==> src/rtl/adf4158_pkg.sv <==
// Shared constants, FSM state type and shadow-index decode for the ADF4158
// configuration receiver.
package adf4158_pkg;

    localparam int unsigned FRAME_BITS  = 32;
    localparam int unsigned NUM_SHADOWS = 10;

    // Control bits [2:0] of each frame
    localparam logic [2:0] R0 = 3'd0;
    localparam logic [2:0] R1 = 3'd1;
    localparam logic [2:0] R2 = 3'd2;
    localparam logic [2:0] R3 = 3'd3;
    localparam logic [2:0] R4 = 3'd4;
    localparam logic [2:0] R5 = 3'd5;
    localparam logic [2:0] R6 = 3'd6;
    localparam logic [2:0] R7 = 3'd7;

    // Shadow register file slots; R5 and R6 each hold two banks
    localparam logic [3:0] IDX_R0  = 4'd0;
    localparam logic [3:0] IDX_R1  = 4'd1;
    localparam logic [3:0] IDX_R2  = 4'd2;
    localparam logic [3:0] IDX_R3  = 4'd3;
    localparam logic [3:0] IDX_R4  = 4'd4;
    localparam logic [3:0] IDX_R5A = 4'd5;
    localparam logic [3:0] IDX_R5B = 4'd6;
    localparam logic [3:0] IDX_R6A = 4'd7;
    localparam logic [3:0] IDX_R6B = 4'd8;
    localparam logic [3:0] IDX_R7  = 4'd9;

    // Field positions
    localparam int unsigned RAMP_EN_BIT  = 31;
    localparam int unsigned PART_SEL_BIT = 23;
    localparam int unsigned INT_MSB      = 26;
    localparam int unsigned INT_LSB      = 15;
    localparam int unsigned FRAC_HI_MSB  = 14;
    localparam int unsigned FRAC_HI_LSB  = 3;
    localparam int unsigned FRAC_LO_MSB  = 27;
    localparam int unsigned FRAC_LO_LSB  = 15;

    typedef enum logic [1:0] {
        StIdle,
        StShift,
        StCommit
    } rx_state_e;

    // Map control bits and the R5/R6 part-select bit onto a shadow slot.
    function automatic logic [3:0] shadow_idx(input logic [2:0] ctrl, input logic part_sel);
        logic [3:0] idx;
        idx = IDX_R0;
        case (ctrl)
            R0: idx = IDX_R0;
            R1: idx = IDX_R1;
            R2: idx = IDX_R2;
            R3: idx = IDX_R3;
            R4: idx = IDX_R4;
            R5: idx = part_sel ? IDX_R5B : IDX_R5A;
            R6: idx = part_sel ? IDX_R6B : IDX_R6A;
            R7: idx = IDX_R7;
            default: idx = IDX_R0;
        endcase
        return idx;
    endfunction

endpackage

==> src/rtl/adf4158_pin_sync.sv <==
// Multi-flop synchronizer for one asynchronous pin, with rise/fall detection
// on the synchronized level.
module adf4158_pin_sync #(
    parameter int unsigned SYNC_STAGES = 2,
    parameter logic        RST_VAL     = 1'b0
) (
    input  logic clk,
    input  logic rst,
    input  logic pin_i,
    output logic level_o,
    output logic rise_o,
    output logic fall_o
);

    logic [SYNC_STAGES-1:0] sync_q, sync_d;
    logic                   prev_q, prev_d;

    // Shift the pin into the chain and remember the previous synced level
    always_comb begin
        sync_d = {sync_q[SYNC_STAGES-2:0], pin_i};
        prev_d = sync_q[SYNC_STAGES-1];
    end

    // Chain flops; reset flushes to the pin's idle level so no edge fires
    always_ff @(posedge clk) begin
        if (rst) begin
            sync_q <= {SYNC_STAGES{RST_VAL}};
            prev_q <= RST_VAL;
        end else begin
            sync_q <= sync_d;
            prev_q <= prev_d;
        end
    end

    assign level_o = sync_q[SYNC_STAGES-1];
    assign rise_o  = level_o & ~prev_q;
    assign fall_o  = ~level_o & prev_q;

endmodule

==> src/rtl/adf4158_cfg_rx.sv <==
// ADF4158 3-wire configuration receiver: oversamples CLK/DATA/LE, assembles
// 32-bit frames and commits them to a 10-entry shadow register file.
// Optional feature macro: ADF4158_RX_SEQ_CHECK_EN (init-order checker on seq_err).
module adf4158_cfg_rx
    import adf4158_pkg::*;
#(
    parameter int unsigned SYNC_STAGES = 2
) (
    input  logic        clk,
    input  logic        rst,
    input  logic        ce,
    input  logic        sclk,
    input  logic        sdata,
    input  logic        le,
    output logic        word_valid,
    output logic [31:0] word,
    output logic [3:0]  word_idx,
    output logic        frame_err,
    input  logic [3:0]  rd_addr,
    output logic [31:0] rd_data,
    output logic        ramp_en,
    output logic [36:0] freq_word,
    output logic        seq_err
);

    localparam logic [5:0] FULL_COUNT = 6'(FRAME_BITS);
    localparam logic [5:0] SAT_COUNT  = 6'(FRAME_BITS + 1);

    logic sclk_rise, sclk_fall, sclk_lvl;
    logic sdata_s, sdata_rise, sdata_fall;
    logic le_rise, le_fall, le_lvl;

    adf4158_pin_sync #(.SYNC_STAGES(SYNC_STAGES), .RST_VAL(1'b0)) u_sync_sclk (
        .clk    (clk),
        .rst    (rst),
        .pin_i  (sclk),
        .level_o(sclk_lvl),
        .rise_o (sclk_rise),
        .fall_o (sclk_fall)
    );

    adf4158_pin_sync #(.SYNC_STAGES(SYNC_STAGES), .RST_VAL(1'b0)) u_sync_sdata (
        .clk    (clk),
        .rst    (rst),
        .pin_i  (sdata),
        .level_o(sdata_s),
        .rise_o (sdata_rise),
        .fall_o (sdata_fall)
    );

    adf4158_pin_sync #(.SYNC_STAGES(SYNC_STAGES), .RST_VAL(1'b1)) u_sync_le (
        .clk    (clk),
        .rst    (rst),
        .pin_i  (le),
        .level_o(le_lvl),
        .rise_o (le_rise),
        .fall_o (le_fall)
    );

    logic unused_pin_info;
    assign unused_pin_info = ^{sclk_lvl, sclk_fall, sdata_rise, sdata_fall, le_lvl};

    rx_state_e   state_q, state_d;
    logic [5:0]  count_q, count_d;
    logic [31:0] shreg_q, shreg_d;
    logic [31:0] word_q, word_d;
    logic [3:0]  word_idx_q, word_idx_d;
    logic [31:0] rd_data_q, rd_data_d;
    logic [31:0] shadow_q [NUM_SHADOWS];
    logic [31:0] shadow_d [NUM_SHADOWS];

    logic       in_commit, commit_ok, commit_bad;
    logic [3:0] commit_idx;

    assign in_commit  = (state_q == StCommit) && ce;
    assign commit_ok  = in_commit && (count_q == FULL_COUNT);
    assign commit_bad = in_commit && (count_q != FULL_COUNT);
    assign commit_idx = shadow_idx(shreg_q[2:0], shreg_q[PART_SEL_BIT]);

    // Frame FSM, shift register, bit counter and shadow write
    always_comb begin
        state_d    = state_q;
        count_d    = count_q;
        shreg_d    = shreg_q;
        word_d     = word_q;
        word_idx_d = word_idx_q;
        shadow_d   = shadow_q;
        unique case (state_q)
            StIdle: begin
                if (ce && le_fall) begin
                    count_d = '0;
                    state_d = StShift;
                end
            end
            StShift: begin
                if (!ce) begin
                    state_d = StIdle;
                end else begin
                    // Shift before commit so a coincident sclk rise is counted
                    if (sclk_rise) begin
                        shreg_d = {shreg_q[30:0], sdata_s};
                        count_d = (count_q == SAT_COUNT) ? count_q : count_q + 6'd1;
                    end
                    if (le_rise) begin
                        state_d = StCommit;
                    end
                end
            end
            StCommit: begin
                state_d = StIdle;
                if (commit_ok) begin
                    shadow_d[commit_idx] = shreg_q;
                    word_d               = shreg_q;
                    word_idx_d           = commit_idx;
                end
            end
            default: state_d = StIdle;
        endcase
    end

    // Registered shadow read; a same-cycle write is seen on the next read
    always_comb begin
        rd_data_d = '0;
        if (rd_addr < 4'(NUM_SHADOWS)) begin
            rd_data_d = shadow_q[rd_addr];
        end
    end

    // State registers
    always_ff @(posedge clk) begin
        if (rst) begin
            state_q    <= StIdle;
            count_q    <= '0;
            shreg_q    <= '0;
            word_q     <= '0;
            word_idx_q <= '0;
            rd_data_q  <= '0;
            for (int i = 0; i < int'(NUM_SHADOWS); i++) begin
                shadow_q[i] <= '0;
            end
        end else begin
            state_q    <= state_d;
            count_q    <= count_d;
            shreg_q    <= shreg_d;
            word_q     <= word_d;
            word_idx_q <= word_idx_d;
            rd_data_q  <= rd_data_d;
            shadow_q   <= shadow_d;
        end
    end

    // During the commit pulse the frame is presented straight from the shifter
    assign word_valid = commit_ok;
    assign frame_err  = commit_bad;
    assign word       = commit_ok ? shreg_q : word_q;
    assign word_idx   = commit_ok ? commit_idx : word_idx_q;
    assign rd_data    = rd_data_q;
    assign ramp_en    = shadow_q[IDX_R0][RAMP_EN_BIT];
    assign freq_word  = {shadow_q[IDX_R0][INT_MSB:INT_LSB],
                         shadow_q[IDX_R0][FRAC_HI_MSB:FRAC_HI_LSB],
                         shadow_q[IDX_R1][FRAC_LO_MSB:FRAC_LO_LSB]};

`ifdef ADF4158_RX_SEQ_CHECK_EN
    logic       seq_err_q, seq_err_d;
    logic       seq_done_q, seq_done_d;
    logic [3:0] seq_exp_q, seq_exp_d;

    // Init-order tracker: expects 9 down to 0; an R7 commit restarts it
    always_comb begin
        seq_err_d  = seq_err_q;
        seq_done_d = seq_done_q;
        seq_exp_d  = seq_exp_q;
        if (commit_ok) begin
            if (commit_idx == IDX_R7) begin
                seq_exp_d  = IDX_R6B;
                seq_done_d = 1'b0;
            end else if (!seq_done_q) begin
                if (commit_idx != seq_exp_q) begin
                    seq_err_d = 1'b1;
                end else begin
                    seq_exp_d = seq_exp_q - 4'd1;
                end
                if (commit_idx == IDX_R0) begin
                    seq_done_d = 1'b1;
                end
            end
        end
    end

    // Tracker registers; seq_err is sticky until reset
    always_ff @(posedge clk) begin
        if (rst) begin
            seq_err_q  <= 1'b0;
            seq_done_q <= 1'b0;
            seq_exp_q  <= IDX_R7;
        end else begin
            seq_err_q  <= seq_err_d;
            seq_done_q <= seq_done_d;
            seq_exp_q  <= seq_exp_d;
        end
    end

    assign seq_err = seq_err_q;
`else
    assign seq_err = 1'b0;
`endif

endmodule

==> config.mk <==
export PLATFORM = sky130hd
export DESIGN_NAME = adf4158_cfg_rx
export DESIGN_NICKNAME = d
export VERILOG_FILES = /design/src/rtl/adf4158_pkg.sv /design/src/rtl/adf4158_pin_sync.sv /design/src/rtl/adf4158_cfg_rx.sv
export SDC_FILE = /design/constraint.sdc
export NUM_CORES = 1
export LEC_CHECK = 0
export BUFFER_PORTS_ARGS = -buffer_cell sky130_fd_sc_hd__buf_4
export CAP_MARGIN = 20
export CORE_MARGIN = 5
export CORE_UTILIZATION = 39
export DETAILED_ROUTE_END_ITERATION = 10
export HOLD_SLACK_MARGIN = 0.1
export PLACE_DENSITY = 0.63
export SKIP_CTS_REPAIR_TIMING = 1
export SKIP_LAST_GASP = 1
export SLEW_MARGIN = 0
export SYNTH_ARGS = -nofsm -noshare
export SYNTH_HDL_FRONTEND = slang
export SYNTH_SLANG_ARGS = --single-unit
==> constraint.sdc <==
create_clock -name clk -period 4.1 [get_ports clk]
set_input_delay 0.82 -clock clk [delete_from_list [all_inputs] [get_ports clk]]
set_output_delay 0.82 -clock clk [all_outputs]
set_load 0.05 [all_outputs]
; Word level (Yosys, flattened, before mapping)
; Cells that the tools add are included.
[op_classes]
n_eq_ne = 17
n_mux = 20
n_div = 0
reduce_logical = 13
magnitude_cmp = 4
bitwise = 9
n_mul = 0
shifts = 0
add_sub_neg = 1
[ops]
columns = op, count
row1 = $bwmux 320, 1
row2 = $bmux 32 s4, 1
row3 = $demux 32 s4, 1
row4 = $mux 32, 4
row5 = $pmux 4 s8, 1
row6 = $mux 6, 4
row7 = $eq 3x3->1 const B, 4
row8 = $eq 6x6->1 const B, 2
row9 = $pmux 6 s2, 1
row10 = $ge 5x5->1 const B, 2
row11 = $not 4->5, 2
row12 = $mux 2, 4
row13 = $mux 4, 2
row14 = $ne 2x2->1 const B, 4
row15 = $add 6x1->6 const B, 1
row16 = $eq 3x2->1 const B, 2
row17 = $ne 6x6->1 const B, 1
row18 = $logic_and 1x1->1, 5
row19 = $lt 5x1->1 const B, 1
row20 = $reduce_and 5->1, 1
row21 = $lt 4x4->1 const B, 1
row22 = $not 1->1, 4
row23 = $pmux 2 s2, 1
row24 = $reduce_and 2->1, 2
row25 = other kinds (10), 12
[word_totals]
mem_count = 0
elab_cells = 85
latch_bits = 0
reg_bits = 436
out_inout_bits = 109
mem_bits_rw = 0
in_bits = 10
rom_bits = 0

; Logic depth before layout (Yosys ltp)
[depth]
word_depth = 8
mapped_depth = 8
mapped_depth_nobuf = 6

; Cells and area by module
; From an unflattened synthesis, not the netlist that was laid out.
[unflattened]
hier_cells = 1845
hier_area_um2 = 18242.5
[modules_own_cells]
columns = mod, cells_per_inst, area_each_um2, n_inst, seq_area_each_um2
row1 = adf4158_cfg_rx, 1821, 17967.2, 1, 8568.2
row2 = adf4158_pin_sync at u_sync_sclk ..., 8, 91.3, 2, 60.1
row3 = adf4158_pin_sync at u_sync_le, 8, 92.6, 1, 60.1

; Worst setup path after synthesis
; OpenSTA, ideal clock, no wires.
[synth_path]
path_kind = input to output
start = input port ce
end = output port word_idx[1]
t_arrival_ns = 2.557
path_stages = 6
n_path_buf = 1
setup_slack_ns = 0.723
required_ns = 3.280
path_cell_list = and3b_1 nand3_4 inv_2 buf_2 nor2_1 a31oi_1
[synth_via]
elab_chain_cells = 3
[synth_lines]
columns = item, line
row1 = start: declaration, adf4158_cfg_rx.sv:11  ; input logic ce,
row2 = $logic_and 1x1->1, adf4158_cfg_rx.sv:75  ; assign in_commit = (state_q == StCommit) && ce;
row3 = $logic_and 1x1->1, adf4158_cfg_rx.sv:76  ; assign commit_ok = in_commit && (count_q == FULL_COUNT);
row4 = via word_valid, adf4158_cfg_rx.sv:15  ; output logic word_valid,
row5 = $mux 4, -
row6 = end: declaration, adf4158_cfg_rx.sv:17  ; output logic [3:0] word_idx,
; The timed path passes the listed nets, and every way through them passes these cells.

; Final worst setup path
[layout_path]
start = register state_q[0]
end = output port word_idx[2]
[layout_via]
elab_chain_cells = 4
[layout_lines]
columns = item, line
row1 = start: declaration, adf4158_cfg_rx.sv:63  ; rx_state_e state_q, state_d;
row2 = start signal: assignment, adf4158_cfg_rx.sv:132  ; state_q <= StIdle;
row3 = start signal: assignment, adf4158_cfg_rx.sv:142  ; state_q <= state_d;
row4 = $eq 2x2->1, adf4158_cfg_rx.sv:75
row5 = $logic_and 1x1->1, adf4158_cfg_rx.sv:75
row6 = $logic_and 1x1->1, adf4158_cfg_rx.sv:76
row7 = $mux 4, -
; No other way between the ends.

==> results.sh <==
export IMPL_crit_type="flip-flop to output port"
export IMPL_slew_headroom_pct=33.9
export IMPL_finalSetupViolCount=0
export IMPL_combPwrFrac_pct=2.9
export IMPL_cp_slowest_cell="and3b_1"
export IMPL_fp_dieH_microns=220
export IMPL_grt_pass1_wl_microns=76400
export IMPL_die_w_microns=220
export IMPL_clock_power_share_pct=47.6
export IMPL_seqPwrFrac_pct=49.5
export IMPL_ys_flop_type="dfxtp_1"
export IMPL_drive_gt1_share_pct=20.8
export IMPL_cp_start_kind="flip-flop"
export IMPL_crit_required_ns=3.28
export IMPL_cp_top_family="buffers and inverters"
export IMPL_grt_max_degree=102
export IMPL_worst_pin_slew_ns=0.990
export IMPL_cts_tree="built"
export IMPL_first_iter_violations=1130
export IMPL_ys_types=50
export IMPL_via_per_inst=5.58
export IMPL_grt_pass1_vias=13100
export IMPL_cts_made_buffers=46
export IMPL_cp_max_fo=30
export IMPL_synth_xor_area_share_pct=0.153
export IMPL_seq_area_frac_synth_pct=50.8
export IMPL_ys_top_cells_by_area="dfxtp_1, nand3_1, o21ai_0"
export IMPL_vias=13600
export IMPL_leakage_nw=7.21
export IMPL_clock_fmax_mhz=281
export IMPL_ys_ff_latch=436
export IMPL_htree_num_levels=2
export IMPL_drt_first_pass_iters=5
export IMPL_async_flop_share_pct=0
export IMPL_muxShareOfSynthArea_pct=12.3
export IMPL_clk_pin_slew_ns=0.06
export IMPL_nets=1840
export IMPL_cts_sinks=436
export IMPL_drc=0
export IMPL_ios=119
export IMPL_total_power_mw=8.58
export IMPL_synth_compound_area_share_pct=13.2
export IMPL_row_count=76
export IMPL_root_buffer="clkbuf_16"
export IMPL_skew_ns=0.0208
export IMPL_synth_fa_ha_area_share_pct=0.219
export IMPL_synth_top_cell_by_area="dfxtp_1"
export IMPL_period_share_pct=86.7
export IMPL_synth_fp_nets=1840
export IMPL_cpMostUsedCell="buf_4"
export IMPL_dieArea_sq_um=48300
export IMPL_worstSetupEndpointType="output port"
export IMPL_slowest_delay_ns=0.52
export IMPL_synth_most_common_cell="dfxtp_1"
export IMPL_hold_path_class="flip-flop to flip-flop"
export IMPL_p_sw_share_pct=21.6
export IMPL_final_hold_viol_count=0
export IMPL_drt_wl_total_microns=49600
export IMPL_wire_per_inst_microns=20.3
export IMPL_path_cells="and3b_1, nand3_4, inv_2, buf_4, nand3_1, nand2_1, buf_4"
export IMPL_syn_avg_cell_area_sq_um=9.40
export IMPL_gr_total_overflow=0
export IMPL_yosys_area_share_simple_pct=17.4
export IMPL_path_buf_inv=3
export IMPL_clk_latency_ns=0.57
export IMPL_power_switching_mw=1.85
export IMPL_place_congestion=0.782
export IMPL_area_delta_synth_final_pct=14.4
export IMPL_start_util_pct=39.7
export IMPL_antenna_found_initial=0
export IMPL_slew_violations=0
export IMPL_insertedDiodeCount=0
export IMPL_syn_inst=1827
export IMPL_core_area_sq_um=43300
export IMPL_dp_hpwl_microns=29800
export IMPL_p_int_mw=6.73
export IMPL_crit_arrival_ns=2.74
export IMPL_grtUsageTotal_pct=20.0
export IMPL_max_vdd_ir_drop_mv=0.284
export IMPL_port_buffers=117
export IMPL_power_density_nw_per_um2=437
export IMPL_yosys_warnings=0
export IMPL_synth_top_area_share_pct=50.8
export IMPL_ys_top_cells_by_count="dfxtp_1, nand3_1, o21ai_0"
export IMPL_post_route_min_period_ns=3.56
export IMPL_synth_top_family_by_area="simple AND/OR/NAND/NOR gates"
export IMPL_outcome="finished, final reports clean"
export IMPL_rsz0062_at_grt="no"
export IMPL_antenna_left=0
export IMPL_syn_area_sq_um=17200
export IMPL_synth_edf_count=0
export IMPL_clock_path_buffers=3
export IMPL_drv_cap=0
export IMPL_setup_tns_ns=0
[cells in the final DEF (no fill, tap or decap), types with 4 or more instances in the layout]
cell type / instances
a21oi_1: 56
a22oi_1: 17
a31oi_1: 18
and2_1: 34
and3_1: 34
buf_4: 149
clkbuf_1: 9
clkbuf_16: 46
clkbuf_8: 10
clkinv_2: 4
dfxtp_1: 436
inv_1: 18
mux2_2: 110
mux2i_1: 16
mux4_2: 32
nand2_1: 147
nand2b_1: 18
nand3_1: 290
nand4_1: 12
nand4b_1: 4
nor2_1: 12
nor2b_1: 6
o21ai_0: 262
o21ai_1: 19
o21ai_2: 10
o22ai_1: 30
or2_2: 5
[worst register-to-register path, delay by kind of cell, from the launching register on]
kind	cells	cell delay, ns
flops	1	0.80
buf+inv	1	0.47
compound gates	1	0.10
simple gates	3	1.06
[state kept, by name, summed over array words and instances (netlist names), 4 cells and up]
register    flops
shadow_q      282
freq_word      37
rd_data        32
shreg_q        32
word_q         32
count_q         6
word_idx_q      4
[metrics by stage]
stage               hold slack, ns  cells  util (%)  worst slack [ns]  area [sq um]
floorplan                    0.389   1827         -             0.723         17200
global placement             0.392   2364      42.0             0.631         18200
detailed placement           0.399   2364      42.0             0.562         18200
CTS                          0.412   2440      45.4             0.493         19600
global route                 0.436   2440      45.4             0.299         19600
finish                       0.410   2440      45.4             0.545         19600
[final timing paths]
| check | from | to | slack, ns | cells past startpoint |
|---|---|---|---|---|
| min reg2reg | u_sync_le.sync_q[0]$_SDFF_PP1_ | u_sync_le.sync_q[1]$_SDFF_PP1_ | 0.41 | 1 |
| max | state_q[0]$_SDFFE_PP0P_ | word_idx[2] | 0.54 | 7 |
| min | u_sync_le.sync_q[0]$_SDFF_PP1_ | u_sync_le.sync_q[1]$_SDFF_PP1_ | 0.41 | 1 |
| max reg2reg | shreg_q[2]$_SDFFE_PP0P_ | shadow_q[131]$_SDFFE_PP0P_ | 1.55 | 5 |
[power by group through the flow]
stage | clock (mW) | combinational [mW] | sequential, mW
2_1_floorplan | 0 | 0.162 | 4.35
3_3_place_gp | 0 | 0.248 | 4.34
3_5_place_dp | 0 | 0.249 | 4.34
4_1_cts | 4.17 | 0.250 | 4.25
5_1_grt | 4.34 | 0.265 | 4.24
6_report | 4.09 | 0.251 | 4.25
[cell families after synthesis]
family / Yosys count
and+or+nand+nor: 587
DFF: 436
AOI/OAI and AO/OA: 419
buffers and inverters: 220
muxes: 158
adders and majority gates: 3
xor gates and xnor gates: 3
other: 1
[layer usage]
| metal | global-route usage [%] | share of wire (%) | vias to the layer above | wire length (microns) |
|---|---|---|---|---|
| li1 | - | - | 6445 | - |
| met1 | 28.2 | 45 | 6610 | 22400 |
| met2 | 31.8 | 46 | 481 | 22800 |
| met3 | 3.57 | 6.7 | 85 | 3310 |
| met4 | 5.47 | 2.4 | 0 | 1180 |
| met5 | 0 | 0 | - | 0 |
[layout make-up]
type,instances,area [sq um]
clock buffers,65,1320
clock inverters,11,151
fillers,4099,23600
inverters,20,82.6
multi-input cells,1171,7440
flip-flops and latches,436,8730
well taps,585,732
repair buffers,152,1180
(Power assumes the default switching activity.)
